<file path="config.mk">
export PLATFORM = sky130hd
export DESIGN_NAME = holy_mem_arbiter
export DESIGN_NICKNAME = d
export VERILOG_FILES = /design/src/rtl/holy_core_pkg.sv /design/src/rtl/holy_mem_arbiter.sv
export SDC_FILE = /design/constraint.sdc
export NUM_CORES = 1
export LEC_CHECK = 0
export ABC_CLOCK_PERIOD_IN_PS = 4700
export BUFFER_PORTS_ARGS = -buffer_cell sky130_fd_sc_hd__buf_2
export CORE_ASPECT_RATIO = 1.5
export CORE_MARGIN = 3
export CORE_UTILIZATION = 46
export DETAILED_ROUTE_END_ITERATION = 10
export PLACE_DENSITY_LB_ADDON = 0.3
export REMOVE_ABC_BUFFERS = 1
export SKIP_LAST_GASP = 1
export SLEW_MARGIN = 20
export SYNTH_ARGS = -nofsm -noshare
export SYNTH_HDL_FRONTEND = slang
export SYNTH_SLANG_ARGS = --single-unit
export TNS_END_PERCENT = 1
</file>
<file path="constraint.sdc">
create_clock -name clk -period 4.7 [get_ports clk]
set_input_delay 0.235 -clock clk [delete_from_list [all_inputs] [get_ports clk]]
set_output_delay 0.235 -clock clk [all_outputs]
set_load 0.01 [all_outputs]
</file>
<file path="src/rtl/holy_core_pkg.sv">
// Shared types for the holy core memory path: arbiter FSM state, port owner, latched request.
// Latency: none, types and a pure helper function only.
// Backpressure: n/a.
package holy_core_pkg;

    // Widths of the unified memory port carried in mem_req_t.
    localparam int MEM_ADDR_W = 32;
    localparam int MEM_DATA_W = 32;
    localparam int MEM_BE_W   = MEM_DATA_W / 8;

    typedef enum logic [1:0] {
        ARB_IDLE,
        ARB_REQ,
        ARB_RESP
    } arb_state_t;

    typedef enum logic {
        OWNER_I,
        OWNER_D
    } arb_owner_t;

    // Request fields held stable on the memory port for the whole transaction.
    typedef struct packed {
        logic [MEM_ADDR_W-1:0] addr;
        logic [MEM_DATA_W-1:0] wdata;
        logic [MEM_BE_W-1:0]   be;
        logic                  we;
    } mem_req_t;

    // Instruction fetches are always full-word loads.
    function automatic mem_req_t fetch_req(input logic [MEM_ADDR_W-1:0] addr);
        mem_req_t r;
        r.addr  = addr;
        r.wdata = '0;
        r.be    = '1;
        r.we    = 1'b0;
        return r;
    endfunction

endpackage

</file>
<file path="src/rtl/holy_mem_arbiter.sv">
// Shares one memory port between fetch (I) and load/store (D); D wins unless I has waited MAX_D_STREAK D grants.
// Latency: grant in IDLE, mem_valid next cycle, ack combinational with mem_rvalid; 3 cycles per transaction minimum.
// Backpressure: mem_valid and fields held until mem_ready; requesters stall until their ack.
module holy_mem_arbiter
    import holy_core_pkg::*;
#(
    parameter int ADDR_W       = 32,
    parameter int DATA_W       = 32,
    parameter int MAX_D_STREAK = 4
) (
    input  logic                clk,
    input  logic                rst,

    input  logic                i_req,
    input  logic [ADDR_W-1:0]   i_addr,
    output logic [DATA_W-1:0]   i_rdata,
    output logic                i_ack,
    output logic                i_stall,

    input  logic                d_req,
    input  logic                d_we,
    input  logic [ADDR_W-1:0]   d_addr,
    input  logic [DATA_W-1:0]   d_wdata,
    input  logic [DATA_W/8-1:0] d_be,
    output logic [DATA_W-1:0]   d_rdata,
    output logic                d_ack,
    output logic                d_stall,

    output logic                mem_valid,
    input  logic                mem_ready,
    output logic                mem_we,
    output logic [ADDR_W-1:0]   mem_addr,
    output logic [DATA_W-1:0]   mem_wdata,
    output logic [DATA_W/8-1:0] mem_be,
    input  logic                mem_rvalid,
    input  logic [DATA_W-1:0]   mem_rdata
);

    localparam int STREAK_W = $clog2(MAX_D_STREAK + 1);
    localparam logic [STREAK_W-1:0] STREAK_MAX = STREAK_W'(MAX_D_STREAK);
    localparam logic [STREAK_W-1:0] STREAK_ONE = STREAK_W'(1);

    // The latched request struct is sized by the package, so the port widths must agree with it.
    if (ADDR_W != MEM_ADDR_W || DATA_W != MEM_DATA_W) begin : g_width_check
        $error("holy_mem_arbiter: ADDR_W/DATA_W must match holy_core_pkg MEM_ADDR_W/MEM_DATA_W");
    end
    if (MAX_D_STREAK < 1) begin : g_streak_check
        $error("holy_mem_arbiter: MAX_D_STREAK must be >= 1");
    end

    arb_state_t          state;
    arb_owner_t          owner;
    logic [STREAK_W-1:0] streak;
    mem_req_t            req_q;
    logic                mem_valid_q;
    logic [DATA_W-1:0]   i_rdata_q;
    logic [DATA_W-1:0]   d_rdata_q;

    logic                resp_fire;
    logic                i_starved;
    logic                grant_d;
    logic                grant_i;
    logic [STREAK_W-1:0] streak_inc;

    // I is forced through once D has won MAX_D_STREAK times in a row while I was waiting.
    assign i_starved  = i_req && (streak == STREAK_MAX);
    assign grant_d    = d_req && !i_starved;
    assign grant_i    = !grant_d && i_req;
    assign streak_inc = (streak == STREAK_MAX) ? streak : streak + STREAK_ONE;

    // Acks and read data come straight from mem_rvalid so the core can unfreeze in the same cycle.
    assign resp_fire = (state == ARB_RESP) && mem_rvalid;
    assign i_ack     = resp_fire && (owner == OWNER_I);
    assign d_ack     = resp_fire && (owner == OWNER_D);
    assign i_rdata   = i_ack ? mem_rdata : i_rdata_q;
    assign d_rdata   = d_ack ? mem_rdata : d_rdata_q;
    assign i_stall   = i_req && !i_ack;
    assign d_stall   = d_req && !d_ack;

    assign mem_valid = mem_valid_q;
    assign mem_addr  = req_q.addr;
    assign mem_wdata = req_q.wdata;
    assign mem_be    = req_q.be;
    assign mem_we    = req_q.we;

    // Arbitration FSM: grant and latch in IDLE, present the request in REQ, wait for the response in RESP.
    always_ff @(posedge clk or posedge rst) begin
        if (rst) begin
            state       <= ARB_IDLE;
            owner       <= OWNER_I;
            streak      <= '0;
            req_q       <= '0;
            mem_valid_q <= 1'b0;
        end else begin
            case (state)
                ARB_IDLE: begin
                    if (grant_d) begin
                        owner       <= OWNER_D;
                        req_q.addr  <= d_addr;
                        req_q.wdata <= d_wdata;
                        req_q.be    <= d_be;
                        req_q.we    <= d_we;
                        streak      <= i_req ? streak_inc : '0;
                        mem_valid_q <= 1'b1;
                        state       <= ARB_REQ;
                    end else if (grant_i) begin
                        owner       <= OWNER_I;
                        req_q       <= fetch_req(i_addr);
                        streak      <= '0;
                        mem_valid_q <= 1'b1;
                        state       <= ARB_REQ;
                    end
                end
                ARB_REQ: begin
                    // mem_rvalid here is a memory-side protocol error and is deliberately ignored.
                    if (mem_ready) begin
                        mem_valid_q <= 1'b0;
                        state       <= ARB_RESP;
                    end
                end
                ARB_RESP: begin
                    if (mem_rvalid) begin
                        state <= ARB_IDLE;
                    end
                end
                default: begin
                    mem_valid_q <= 1'b0;
                    state       <= ARB_IDLE;
                end
            endcase
        end
    end

    // Hold each requester's last read data until its next ack.
    always_ff @(posedge clk or posedge rst) begin
        if (rst) begin
            i_rdata_q <= '0;
            d_rdata_q <= '0;
        end else begin
            if (i_ack) begin
                i_rdata_q <= mem_rdata;
            end
            if (d_ack) begin
                d_rdata_q <= mem_rdata;
            end
        end
    end

endmodule

</file>
# Word level (Yosys, flattened, before mapping)
# Cells that the tools add are included.
[word_totals]
register_bits = 140
in_bits = 139
out_inout_bits = 138
wordCells = 57
[op_classes]
addsub = 1
n_eq_ne = 7
muxes = 19
bitwise_logic = 2
n_reduce_logical = 18
[ops]
columns = ["operator", "count"]
rows = [
  ["2-to-1 mux 69 bit", 2],
  ["2-to-1 mux 32 bit", 2],
  ["2-to-1 mux 3 bit", 4],
  ["AND reduction 3 bit", 3],
  ["logical AND 1 bit", 8],
  ["2-to-1 mux 2 bit", 4],
  ["!= test 3 bit, second input constant", 2],
  ["one-hot mux 2 bit (3 select lines)", 1],
  ["2-to-1 mux 1 bit", 5],
  ["logical NOT 1 bit", 4],
  ["!= test 2 bit, second input constant", 2],
  ["adder 3 x 1 -> 3 bit, second input constant", 1],
  ["equality test 3 bit, second input constant", 1],
  ["one-hot mux 1 bit (3 select lines)", 1],
  ["equality test 2 x 1 -> 1 bit, second input constant", 1],
  ["equality test 2 bit, second input constant", 1],
  ["logical NOT 2 bit", 1],
  ["NOT 1 bit", 2],
  ["AND reduction 2 bit", 1],
  ["nonzero test 2 bit", 1],
]

# Depth between registers and ports, before layout
[depth]
depth_word = 9
depth_mapped = 7
ltp_nobuf = 5

# Worst setup path after synthesis
# OpenSTA, ideal clock, no wires.
[synth_path]
path_type = "reg-to-output"
startpoint = "register state[0]"
endpoint = "output i_rdata[23]"
arrival_ns = 1.395
required_time_ns = 4.465
path_slack_ns = 3.070
stages_incl_launch_ff = 5
path_buffers = 2
cell_sequence = "dfrtp_1 > buf_2 > nor3_4 > buf_6 > mux2_2"
[synth_via]
elab_chain_cells = 4
[synth_rtl]
columns = ["element", "line", "source"]
rows = [
  ["start, declared", "holy_mem_arbiter.sv:51", "arb_state_t state;"],
  ["start signal, assigned", "holy_mem_arbiter.sv:89", "state <= ARB_IDLE;"],
  ["start signal, assigned", "holy_mem_arbiter.sv:105", "state <= ARB_REQ;"],
  ["start signal, assigned", "holy_mem_arbiter.sv:111", "state <= ARB_REQ;"],
  ["equality test 2 bit", "holy_mem_arbiter.sv:72", "assign resp_fire = (state == ARB_RESP) && mem_rvalid;"],
  ["logical AND 1 bit", "holy_mem_arbiter.sv:72", ""],
  ["logical AND 1 bit", "holy_mem_arbiter.sv:73", "assign i_ack = resp_fire && (owner == OWNER_I);"],
  ["net i_ack", "holy_mem_arbiter.sv:17", "output logic i_ack,"],
  ["2-to-1 mux 32 bit", "--", ""],
  ["end, declared", "holy_mem_arbiter.sv:16", "output logic [DATA_W-1:0] i_rdata,"],
]
# The timed path passes the listed nets, and every way through them passes these cells.

# Worst setup path after layout
[layout_path]
startpoint = "register streak[0]"
endpoint = "register streak[2]"
[layout_via]
elab_chain_cells = 8
elab_cells_between_ends = 13
classes_between = "add/sub (1); eq/ne (2); mux (3); reduce/logical (7)"
[layout_rtl]
columns = ["element", "line", "source"]
rows = [
  ["start, declared", "holy_mem_arbiter.sv:53", "logic [STREAK_W-1:0] streak;"],
  ["start signal, assigned", "holy_mem_arbiter.sv:103", "streak <= i_req ? streak_inc : '0;"],
  ["equality test 3 bit", "holy_mem_arbiter.sv:66, holy_mem_arbiter.sv:69", ""],
  ["logical AND 1 bit", "holy_mem_arbiter.sv:66", "assign i_starved = i_req && (streak == STREAK_MAX);"],
  ["logical NOT 1 bit", "holy_mem_arbiter.sv:67", "assign grant_d = d_req && !i_starved;"],
  ["logical AND 1 bit", "holy_mem_arbiter.sv:67", ""],
  ["logical NOT 1 bit", "holy_mem_arbiter.sv:68", "assign grant_i = !grant_d && i_req;"],
  ["logical AND 1 bit", "holy_mem_arbiter.sv:68", ""],
  ["nonzero test 2 bit (no line)", "--", ""],
  ["AND reduction 3 bit (no line)", "--", ""],
]
# Parallel ways exist; a longest one is shown, timed or not. The select of a mux whose other input is x is not followed.
# A chain may end at the register's enable or synchronous reset.

==> run_results.csv <==
group,metric,value,unit
floorplan,core,12100,µm²
final_layout,final_util,0.645,
place,place_congestion,0.824,
route,drt_pass1_iterations,4,
sta,fin_crit,2.38,ns
worst_setup_path,rr_endpoint,"streak[2]$_DFFE_PP0P_",
worst_setup_path,worst-setup-path-type,"flop to flop",
sta,tightest_slew,1.04,ns
final_layout,drive_gt1_frac,0.533,
floorplan,die_area,13900,µm²
route,wl_per_cell,18.1,µm
sta,fmax,420,MHz
final_layout,finalInstanceArea,7830,µm²
worst_setup_path,r2r_start,"streak[0]$_DFFE_PP0P_",
sta,skew,0.00726,ns
final_layout,nets,848,
clocking,tritoncts,"done",
pwr,max-vdd-ir-drop,0.368,mV
synthesis,async_flop_share,1.00,
synthesis,ys_ff_latch,140,
worst_setup_path,worstPathRequired,4.99,ns
route,drc_errors,0,
synthesis,synth.top_cell.area_share,0.608,
place,io_buffers,276,
synthesis,ys_top_cells_by_count,"dfrtp_1 (140), mux2_2 (63), nand3_1 (34)",
pwr,power_density,714,nW/µm²
synthesis,yosys_warnings,0,
floorplan,rows,49,
worst_setup_path,r2r.worst_path.cells,5,
sta,drv_slew,0,
clocking,cts.sinks,140,
synthesis,yosys.cell_count.top_type,"dfrtp_1",
global_routing,grt_pass1_wl,24.9,mm
sta,rsz0062_at_grt,"no",
hold_path,hold_end,"mem_wdata[21]$_DFFE_PP0P_",
floorplan,die_w,97.4,µm
run_status,status,"completed",
run,cap_violations,0,
worst_setup_path,reg2reg_slack,2.32,ns
route,drt-initial-drc-count,243,
hold_path,hold_class,"primary input to flop",
hold_path,hold_depth,2,
synthesis,synth_cells,448,
floorplan,io_pins,277,
place,hpwl,11.1,mm
clocking,clock_latency,0.40,ns
worst_setup_path,arrival,2.67,ns
clocking,cts-root-buf,"clkbuf_16",
global_routing,antenna_found_initial,0,
synthesis,synth_area_leaders,"dfrtp_1 (61%), mux2_2 (12%), a22o_1 (5.0%)",
clocking,clk_pin_slew,0.06,ns
pwr,leakage,3.88,nW
floorplan,start_util,0.475,
floorplan,die_h,143,µm
clocking,cts_buffers,17,
clocking,htreeDepth,4,
sta,slew_headroom,0.304,
place,detailed_place.area,7170,µm²
global_routing,grt_max_degree,82,
route,ant_nets,0,
sta,setup_viol,0,
synthesis,synthFlopType,"dfrtp_1",
synthesis,synth_enable_flop_cells,0,
synthesis,avgSynthCellArea,12.9,µm²
route,viasPerCell,5.54,
hold_path,hp-start,"d_wdata[21]",
route,vias,4833,
global_routing,grt_pass1_vias,5030,
pwr,power,5.59,mW
worst_setup_path,critPathMaxFanout,35,
synthesis,netlist_area,5760,µm²
worst_setup_path,end_kind,"flop",
clocking,cts_resized,0,
worst_setup_path,start_kind,"flop",
route,drt_wl_total,15.8,mm
final_layout,synthToLayoutAreaGrowth,35.8,%
synthesis,seq_area_frac_synth,0.608,
global_routing,overflow,0,
clocking,clock_path_buffers,2,
sta,period_share,0.506,
final_layout,antennaDiodeCount,0,
global_routing,track_usage,0.221,
synthesis,synth_cell_types,34,
sta,finalHoldViolations,0,
synthesis,synth_top_area_cell,"dfrtp_1",
sta,finalSetupTns,0,ns
## worst max path at each step
stage / startpoint / endpoint / cells after the start
CTS: streak[0]$_DFFE_PP0P_ / streak[2]$_DFFE_PP0P_ / 5
finish: streak[0]$_DFFE_PP0P_ / streak[2]$_DFFE_PP0P_ / 5
global route: streak[0]$_DFFE_PP0P_ / streak[2]$_DFFE_PP0P_ / 5
global placement: streak[0]$_DFFE_PP0P_ / streak[2]$_DFFE_PP0P_ / 5
detailed placement: streak[0]$_DFFE_PP0P_ / streak[2]$_DFFE_PP0P_ / 5
floorplan: rst / d_rdata_q[0]$_DFF_PP0_ / 1
## metrics by stage
| stage | setup WS (ns) | cells | hold slack, ns |
|---|---|---|---|
| after floorplan | 0.712 | 406 | 0.321 |
| after global placement | 2.18 | 840 | 0.408 |
| after detailed placement | 2.09 | 840 | 0.423 |
| after CTS | 2.09 | 873 | 0.0261 |
| after global routing | 2.17 | 873 | 0.0278 |
| final | 2.32 | 873 | 0.0421 |
## placed cells by master (no fill, tap or decap), types with 2 or more instances in the layout
master      instances
buf_2             276
dfrtp_1           140
clkinvlp_4          3
o21ai_0            33
nor2_1              2
nand3_1            34
o211ai_1           32
o22a_1              4
nand4_1            32
clkbuf_16          17
buf_4               5
inv_1               4
inv_6               2
clkinv_4            4
bufinv_16           4
ha_1                2
o22ai_1             2
nand2_1             6
nor2_4              2
a22o_1             33
mux2_2             63
clkbuf_8            2
or2_1               2
## registers in the layout, indices dropped and copies added, names as in the netlist
register   cells
d_rdata_q     32
mem_we         1
mem_valid      1
mem_addr      32
state          2
mem_be         4
streak         3
owner          1
i_rdata_q     32
mem_wdata     32
## area by class of cell
cell class	count	area, µm²
fillers	942	4310
flip-flops and latches	140	3500
multi-input cells	261	2040
repair buffers	282	1430
clock buffers	20	457
well taps	153	191
clock inverters	12	186
inverters	5	23.8
## kinds of logic (layout without fill, tap and decap cells)
group,count (synthesis),in the layout,synth area share
muxes,64,64,0.125
adders and majority gates,2,2,0.00434
AOI/OAI and AO/OA,108,108,0.134
buffers and inverters,47,319,0.0413
and+or+nand+nor,86,86,0.0860
DFF,140,140,0.608
xor gates and xnor gates,1,1,0.00152
## per-layer routing
layer / share of wire / GRT usage / vias up
met1: 0.38 / 0.269 / 2351
met3: 0.074 / 0.0587 / 33
met5: 0 / 0 / -
li1: - / - / 2190
met4: 0.026 / 0.0868 / 0
met2: 0.52 / 0.377 / 259
## worst max-delay path, stage by stage (launching register included)
cell and delay, ns:
dfrtp_1 0.38, inv_1 0.10, ha_1 0.17, nand3_2 0.57
and3_2 0.72, a32o_1 0.34
## repair_timing
action / CTS / global route
hold buffers: 1 / 0
buffers inserted: 0 / 0
endpoints found under the hold margin: 52 / 0
endpoints found under the setup margin: 0 / 0
## power breakdown
| part | switching [mW] | internal [mW] |
|---|---|---|
| sequential | 0.245 | 1.77 |
| combinational | 1.20 | 0.960 |
| clock | 0.501 | 0.922 |
(Power assumes the default switching activity.)
